`src/rtl/mc_pkg.sv`:
```
// Shared definitions for the multicycle MIPS-subset control unit:
// FSM states, opcode/funct constants and datapath mux encodings.
package mc_pkg;

  typedef enum logic [3:0] {
    FETCH, DECODE, MEMADR, MEMRD, MEMWB, MEMWR,
    EXECUTE, ALUWB, BRANCH, ADDIEXEC, ADDIWB, JUMP
  } state_t;

  localparam logic [5:0] OP_LW    = 6'b100011;
  localparam logic [5:0] OP_SW    = 6'b101011;
  localparam logic [5:0] OP_RTYPE = 6'b000000;
  localparam logic [5:0] OP_BEQ   = 6'b000100;
  localparam logic [5:0] OP_ADDI  = 6'b001000;
  localparam logic [5:0] OP_J     = 6'b000010;

  localparam logic [5:0] FN_ADD = 6'b100000;
  localparam logic [5:0] FN_MUL = 6'b100001;
  localparam logic [5:0] FN_SUB = 6'b100010;
  localparam logic [5:0] FN_AND = 6'b100100;
  localparam logic [5:0] FN_OR  = 6'b100101;
  localparam logic [5:0] FN_SLT = 6'b101010;

  localparam logic [2:0] ALU_AND = 3'b000;
  localparam logic [2:0] ALU_OR  = 3'b001;
  localparam logic [2:0] ALU_ADD = 3'b010;
  localparam logic [2:0] ALU_MUL = 3'b011;
  localparam logic [2:0] ALU_BAD = 3'b100;
  localparam logic [2:0] ALU_SUB = 3'b110;
  localparam logic [2:0] ALU_SLT = 3'b111;

  localparam logic [1:0] SRCB_REG    = 2'b00;
  localparam logic [1:0] SRCB_FOUR   = 2'b01;
  localparam logic [1:0] SRCB_IMM    = 2'b10;
  localparam logic [1:0] SRCB_IMM_SH = 2'b11;

  localparam logic [1:0] PCSRC_ALU    = 2'b00;
  localparam logic [1:0] PCSRC_ALUOUT = 2'b01;
  localparam logic [1:0] PCSRC_JUMP   = 2'b10;

endpackage

```
`src/rtl/mc_alu_decoder.sv`:
```
// R-type funct field to ALU operation code; unknown functs map to ALU_BAD
// so the instruction still completes but the result is recognisably bogus.
module mc_alu_decoder
  import mc_pkg::*;
(
  input  logic [5:0] funct,
  output logic [2:0] alu_control
);

  always_comb begin
    alu_control = ALU_BAD;
    case (funct)
      FN_ADD:  alu_control = ALU_ADD;
      FN_MUL:  alu_control = ALU_MUL;
      FN_SUB:  alu_control = ALU_SUB;
      FN_AND:  alu_control = ALU_AND;
      FN_OR:   alu_control = ALU_OR;
      FN_SLT:  alu_control = ALU_SLT;
      default: alu_control = ALU_BAD;
    endcase
  end

endmodule

```
`src/rtl/mc_control_unit.sv`:
```
// Multicycle sequencer: Moore FSM driving the shared-memory/shared-ALU
// datapath, with memory-ready stalls and a retired-instruction counter.
module mc_control_unit
  import mc_pkg::*;
#(
  parameter int RETIRE_W = 32
) (
  input  logic                clk,
  input  logic                reset,
  input  logic [5:0]          op,
  input  logic [5:0]          funct,
  input  logic                zero,
  input  logic                mem_ready,
  output logic                iord,
  output logic                mem_write,
  output logic                mem_req,
  output logic                ir_write,
  output logic                pc_en,
  output logic [1:0]          pc_src,
  output logic                alu_src_a,
  output logic [1:0]          alu_src_b,
  output logic [2:0]          alu_control,
  output logic                reg_write,
  output logic                reg_dst,
  output logic                mem_to_reg,
  output logic                illegal_op,
  output logic [RETIRE_W-1:0] retired
);

  state_t     state, next_state;
  logic       pc_write, branch, retire;
  logic [2:0] funct_alu;

  mc_alu_decoder u_alu_decoder (
    .funct       (funct),
    .alu_control (funct_alu)
  );

  always_ff @(posedge clk or negedge reset) begin
    if (!reset) begin
      state   <= FETCH;
      retired <= '0;
    end else begin
      state <= next_state;
      if (retire) retired <= retired + RETIRE_W'(1);
    end
  end

  always_comb begin
    next_state  = state;
    iord        = 1'b0;
    mem_write   = 1'b0;
    mem_req     = 1'b0;
    ir_write    = 1'b0;
    pc_write    = 1'b0;
    branch      = 1'b0;
    pc_src      = PCSRC_ALU;
    alu_src_a   = 1'b0;
    alu_src_b   = SRCB_REG;
    alu_control = ALU_ADD;
    reg_write   = 1'b0;
    reg_dst     = 1'b0;
    mem_to_reg  = 1'b0;
    illegal_op  = 1'b0;
    retire      = 1'b0;
    case (state)
      FETCH: begin
        mem_req   = 1'b1;
        alu_src_b = SRCB_FOUR;
        if (mem_ready) begin
          ir_write   = 1'b1;
          pc_write   = 1'b1;
          next_state = DECODE;
        end
      end
      // Branch target is precomputed here while the register file is read.
      DECODE: begin
        alu_src_b = SRCB_IMM_SH;
        case (op)
          OP_LW, OP_SW: next_state = MEMADR;
          OP_RTYPE:     next_state = EXECUTE;
          OP_BEQ:       next_state = BRANCH;
          OP_ADDI:      next_state = ADDIEXEC;
          OP_J:         next_state = JUMP;
          default: begin
            illegal_op = 1'b1;
            next_state = FETCH;
          end
        endcase
      end
      MEMADR: begin
        alu_src_a  = 1'b1;
        alu_src_b  = SRCB_IMM;
        next_state = (op == OP_LW) ? MEMRD : MEMWR;
      end
      MEMRD: begin
        mem_req = 1'b1;
        iord    = 1'b1;
        if (mem_ready) next_state = MEMWB;
      end
      MEMWB: begin
        reg_write  = 1'b1;
        mem_to_reg = 1'b1;
        retire     = 1'b1;
        next_state = FETCH;
      end
      MEMWR: begin
        mem_req   = 1'b1;
        iord      = 1'b1;
        mem_write = 1'b1;
        if (mem_ready) begin
          retire     = 1'b1;
          next_state = FETCH;
        end
      end
      EXECUTE: begin
        alu_src_a   = 1'b1;
        alu_control = funct_alu;
        next_state  = ALUWB;
      end
      ALUWB: begin
        reg_write  = 1'b1;
        reg_dst    = 1'b1;
        retire     = 1'b1;
        next_state = FETCH;
      end
      BRANCH: begin
        alu_src_a   = 1'b1;
        alu_control = ALU_SUB;
        branch      = 1'b1;
        pc_src      = PCSRC_ALUOUT;
        retire      = 1'b1;
        next_state  = FETCH;
      end
      ADDIEXEC: begin
        alu_src_a  = 1'b1;
        alu_src_b  = SRCB_IMM;
        next_state = ADDIWB;
      end
      ADDIWB: begin
        reg_write  = 1'b1;
        retire     = 1'b1;
        next_state = FETCH;
      end
      JUMP: begin
        pc_src     = PCSRC_JUMP;
        pc_write   = 1'b1;
        retire     = 1'b1;
        next_state = FETCH;
      end
      default: next_state = FETCH;
    endcase
    pc_en = pc_write | (branch & zero);
  end

endmodule

```
`config.mk`:
```
export PLATFORM = sky130hd
export DESIGN_NAME = mc_control_unit
export DESIGN_NICKNAME = d
export VERILOG_FILES = /design/src/rtl/mc_pkg.sv /design/src/rtl/mc_alu_decoder.sv /design/src/rtl/mc_control_unit.sv
export SDC_FILE = /design/constraint.sdc
export NUM_CORES = 1
export LEC_CHECK = 0
export ABC_AREA = 1
export CORE_MARGIN = 2
export CORE_UTILIZATION = 50
export CTS_CLUSTER_SIZE = 28
export DETAILED_ROUTE_END_ITERATION = 12
export PLACE_DENSITY_LB_ADDON = 0.3
export SKIP_LAST_GASP = 1
export SLEW_MARGIN = 0
export SYNTH_ARGS = -nofsm -noshare
export SYNTH_HDL_FRONTEND = slang
export SYNTH_HIERARCHICAL = 1
export SYNTH_SLANG_ARGS = --single-unit
```
`constraint.sdc`:
```
create_clock -name clk -period 1.5 [get_ports clk]
set_input_delay 0.15 -clock clk [delete_from_list [all_inputs] [get_ports clk]]
set_output_delay 0.15 -clock clk [all_outputs]
set_load 0.01 [all_outputs]
```
# Yosys cells after proc, flatten, opt, wreduce, memory -nomap -nowiden
# Cells that the tools add are included.
# totals
register_bits,36
inputBits,16
out_inout_bits,49
wordCells,65
# classes
n_addsub,1
n_eq_ne,25
mux,24
bitwise,2
reduce_logical,11
# ops
operator,count
$eq A6 B6 Y1 const B,8
$add A32 B1 Y32 const B,1
$pmux W4 S7,1
$pmux W4 S5,1
$pmux W3 S6,1
$eq A4 B3 Y1 const B,4
$eq A4 B4 Y1 const B,4
$mux W1,12
$mux W4,3
$eq A4 B2 Y1 const B,2
$eq A6 B2 Y1 const B,1
$eq A6 B3 Y1 const B,1
$eq A6 B4 Y1 const B,1
$logic_not A6 Y1,1
$ne A2 B2 Y1 const B,3
$pmux W2 S3,1
$pmux W3 S2,1
$reduce_or A2 Y1,3
$reduce_or A3 Y1,2
$reduce_or A6 Y1,1
$reduce_or A5 Y1,1
$eq A4 B1 Y1 const B,1
$logic_not A4 Y1,1
$pmux W1 S2,2
6 further kinds,6

# Logic depth before layout (Yosys ltp)
# depth
word_depth,4
depth_mapped,10

# Cells and area by module
# Netlist, hierarchy kept.
# modules_own_cells
module,instances,cells_each,area_per_inst_um2,seq_area_each_um2
mc_control_unit,1,392,2511.2,900.9
mc_alu_decoder,1,26,120.1,0.0

# Worst setup path before layout
# No wires, ideal clock.
# synth_path
path_kind,flip-flop to flip-flop
from,register retired[0]
to,register retired[16]
setup_ns,0.126
arrival_time_ns,1.330
setup_slack_ns,0.044
stages_incl_launch_ff,8
n_path_buf,0
synth_period_minus_slack_ns,1.456
path_cell_list,dfrtp_1 > ha_1 > nand3_1 > nor2_1 > nand2_1 > nor2_2 > nand2_2 > xnor2_1
# synth_via
elab_chain_cells,1
# synth_lines
item,line,text
"start, declared",mc_control_unit.sv:27,output logic [RETIRE_W-1:0] retired
"start signal, assigned",mc_control_unit.sv:45,if (retire) retired <= retired + RETIRE_W'(1);
$add A32 B1 Y32,mc_control_unit.sv:45,
# Every way passes these cells.
# A chain may end at the register's enable or synchronous reset.

# Worst setup path after layout
# layout_path
from,register state[1]
to,register retired[14]
# layout_via
elab_chain_cells,3
# layout_lines
item,line,text
"start, declared",mc_control_unit.sv:30,"state_t state, next_state;"
"start signal, assigned",mc_control_unit.sv:44,state <= next_state;
$eq A4 B4 Y1 or $eq A4 B3 Y1 (tied branches),mc_control_unit.sv:66,case (state)
$reduce_or A5 Y1 (no line),-,
$pmux W1 S2 *,mc_control_unit.sv:66,
# Every way passes the cells marked *; elsewhere a longest branch is shown, timed or not.

==> flow_metrics.env <==
export IMPL_outcome="finished, violations left"
export IMPL_syn_area_per_cell_sq_um=6.29
export IMPL_ys_warn_count=6
export IMPL_preCtsSetupSlack_ns=-0.488
export IMPL_worstPathMaxFanout=6
export IMPL_synth_top_area_share_pct=34.2
export IMPL_yosysSeqAreaShare_pct=34.2
export IMPL_yosys_top_cells_area="dfrtp_1, nand2_1, nor2_1"
export IMPL_tightest_slew_ns=0.466
export IMPL_drtIter0Drc=382
export IMPL_drive_gt1_share_pct=33.4
export IMPL_ys_flop_type="dfrtp_1"
export IMPL_layout_nets=592
export IMPL_num_rows=26
export IMPL_fillers=269
export IMPL_startpoint_type="register"
export IMPL_seq_area_sq_um=906
export IMPL_p_leak_uw=0.00230
export IMPL_setup_violations=53
export IMPL_synthArstFlopShare_pct=100
export IMPL_drt_first_pass_iters=5
export IMPL_layout_setup_ws_ns=-0.328
export IMPL_cts_sinks=36
export IMPL_yosysMostFrequentCell="nand2_1"
export IMPL_clk_root_buffer_cell="clkbuf_8"
export IMPL_remaining_drc_errors=0
export IMPL_report_final_slew_viol_count=0
export IMPL_io_pins=65
export IMPL_path_clk_slew_ns=0.08
export IMPL_syn_nets=435
export IMPL_p_per_area_nw_per_um2=1090
export IMPL_cp_arrival_ns=2.01
export IMPL_worstSetupPathType="reg -> reg"
export IMPL_hold_path_class="in -> async"
export IMPL_grt_pass1_wl_mm=15.2
export IMPL_end_kind="register"
export IMPL_antenna_found_initial=0
export IMPL_start_util_pct=51.5
export IMPL_multi_input_area_sq_um=1690
export IMPL_coreArea_sq_um=5110
export IMPL_utilization_pct=87.4
export IMPL_ant_nets=0
export IMPL_regToRegStartpoint="state[1]$_DFFE_PN0P_"
export IMPL_ctsHoldBuffers=0
export IMPL_routedWlPerCell_microns=16.7
export IMPL_syn_inst=418
export IMPL_synth_seq_cells=36
export IMPL_crit_start="state[1]$_DFFE_PN0P_"
export IMPL_io_buffers=64
export IMPL_cp_data_required_time_ns=1.68
export IMPL_htreeDepth=2
export IMPL_clockBufferDepth=2
export IMPL_max_slew_margin_pct=68.9
export IMPL_synth_top_area_cell="dfrtp_1"
export IMPL_violations="setup timing"
export IMPL_synth_edf_count=0
export IMPL_timing_hold_ws_ns=0.278
export IMPL_die_height_microns=76.5
export IMPL_synth_area_sq_um=2630
export IMPL_final_min_period_over_clock_period_pct=122
export IMPL_finalCriticalPeriod_ns=1.83
export IMPL_grt_pass1_vias=3277
export IMPL_synthToLayoutAreaGrowth_pct=69.6
export IMPL_die_w_microns=76.5
export IMPL_skew_ns=0.00691
export IMPL_cts_made_buffers=5
export IMPL_vdd_drop_max_uv=1000
export IMPL_drt_wl_total_mm=10.8
export IMPL_dp_hpwl_mm=6.11
export IMPL_synth_commonest_cells="nand2_1, nor2_1, inv_1"
export IMPL_grt_ovfl_total=0
export IMPL_fin_total_pwr_uw=4850
export IMPL_post_drt_via_cell_ratio=5.51
export IMPL_drv_cap=0
export IMPL_rsz0062_at_grt="true"
export IMPL_max_freq_mhz=547
export IMPL_insertion_delay_ns=0.29
export IMPL_synth_distinct_cells=28
export IMPL_finalHoldViolCount=0
export IMPL_cts_tree="built"
export IMPL_design_die_area_sq_um=5860
export IMPL_grt_start_max_net_pins=37
export IMPL_vias=3556
export IMPL_antennaDiodeCount=0
export IMPL_routabilityCongestion=0.915
export IMPL_gr_usage_all_layers_pct=32.5
cell families (layout without fill, tap and decap cells):
| logic type | Yosys count | in the layout | synth area share [%] |
|---|---|---|---|
| adder cells (fa/ha/maj) | 1 | 1 | 0.475 |
| flip-flops | 36 | 36 | 34.2 |
| AND/OR/NAND/NOR | 298 | 298 | 47.3 |
| AO/OA/AOI/OAI | 10 | 10 | 2.66 |
| XOR/XNOR | 17 | 17 | 5.66 |
| buffers and inverters | 56 | 213 | 9.70 |
timing repair:
item / in CTS / in global routing
setup buffers: 23 / 14
endpoints found under the setup margin: 55 / 63
resized for setup: 123 / 66
pin swaps: 17 / 22
cloned: 3 / 1
metrics by stage:
step / std cells / TNS (ns) / cell area [sq um]
after floorplan: 418 / 0 / 2630
after global placement: 603 / -5.01 / 3730
after detailed placement: 603 / -6.44 / 3730
after CTS: 636 / -5.98 / 4190
after global routing: 645 / -13.70 / 4460
final: 645 / -12.34 / 4460
worst max-delay path: stages (launching register included):
cell	delay (ns)
dfrtp_2	0.50
nor2_4	0.07
buf_6	0.12
buf_6	0.11
o21ai_4	0.16
buf_6	0.13
nand3_4	0.12
buf_12	0.17
buf_8	0.13
buf_6	0.11
nand2_2	0.06
nand2_2	0.05
layer usage:
metal | GRT usage, % | vias up | wire length, microns
met5 | 0 | - | 0
met4 | 10.4 | 0 | 587
met3 | 5.09 | 73 | 734
met2 | 60.0 | 227 | 5390
met1 | 38.3 | 1658 | 4060
li1 | - | 1598 | -
sequential cells by signal, indices dropped and copies added, names as in the netlist:
name and count:
retired 32, state 4
power breakdown:
part | leakage (uW) | total, uW | switching (uW) | internal, uW
Clock | 0.0000503 | 777 | 367 | 410
Sequential | 0.000486 | 1230 | 155 | 1070
Combinational | 0.00176 | 2850 | 1370 | 1480
Total | 0.00230 | 4850 | 1890 | 2960
final cells by class:
cell class	count	share of cell area (%)
Timing Repair Buffer	154	32.8
Clock buffer	7	2.16
Inverter	51	4.68
Multi-Input combinational cell	326	37.9
Sequential cell	36	20.3
Timing Repair inverter	1	0.196
Tap cell	70	1.96
worst paths after layout:
kind | end | slack [ns] | depth (start not counted)
max | retired[14]$_DFFE_PN0P_ | -0.33 | 11
min | retired[8]$_DFFE_PN0P_ | 0.28 | 2
max reg2reg | retired[14]$_DFFE_PN0P_ | -0.33 | 11
min reg2reg | retired[30]$_DFFE_PN0P_ | 0.53 | 2
max in group asynchronous | retired[22]$_DFFE_PN0P_ | 0.86 | 2
min in group clk | retired[30]$_DFFE_PN0P_ | 0.53 | 2
layout by cell type, fill, tap and decap left out, types with 2 or more instances in the layout:
| cell | n |
|---|---|
| inv_2 | 8 |
| clkbuf_2 | 2 |
| buf_6 | 22 |
| nand3_4 | 2 |
| buf_12 | 2 |
| nor3_1 | 3 |
| dfrtp_2 | 4 |
| nand2_1 | 145 |
| dlymetal6s2s_1 | 6 |
| clkdlybuf4s50_1 | 34 |
| buf_2 | 7 |
| nor2_1 | 57 |
| nand4_1 | 7 |
| nand2_4 | 8 |
| buf_8 | 4 |
| nor2_2 | 9 |
| inv_1 | 40 |
| clkdlybuf4s15_2 | 2 |
| o21ai_2 | 2 |
| xnor2_1 | 9 |
| dfrtp_1 | 32 |
| buf_4 | 64 |
| o21ai_0 | 3 |
| xor2_1 | 7 |
| nand3_1 | 26 |
| nor2_4 | 8 |
| nand3_2 | 3 |
| buf_16 | 3 |
| clkbuf_8 | 7 |
| inv_4 | 2 |
| nand2_2 | 27 |
| dlygate4sd2_1 | 8 |
(Power assumes the default switching activity.)
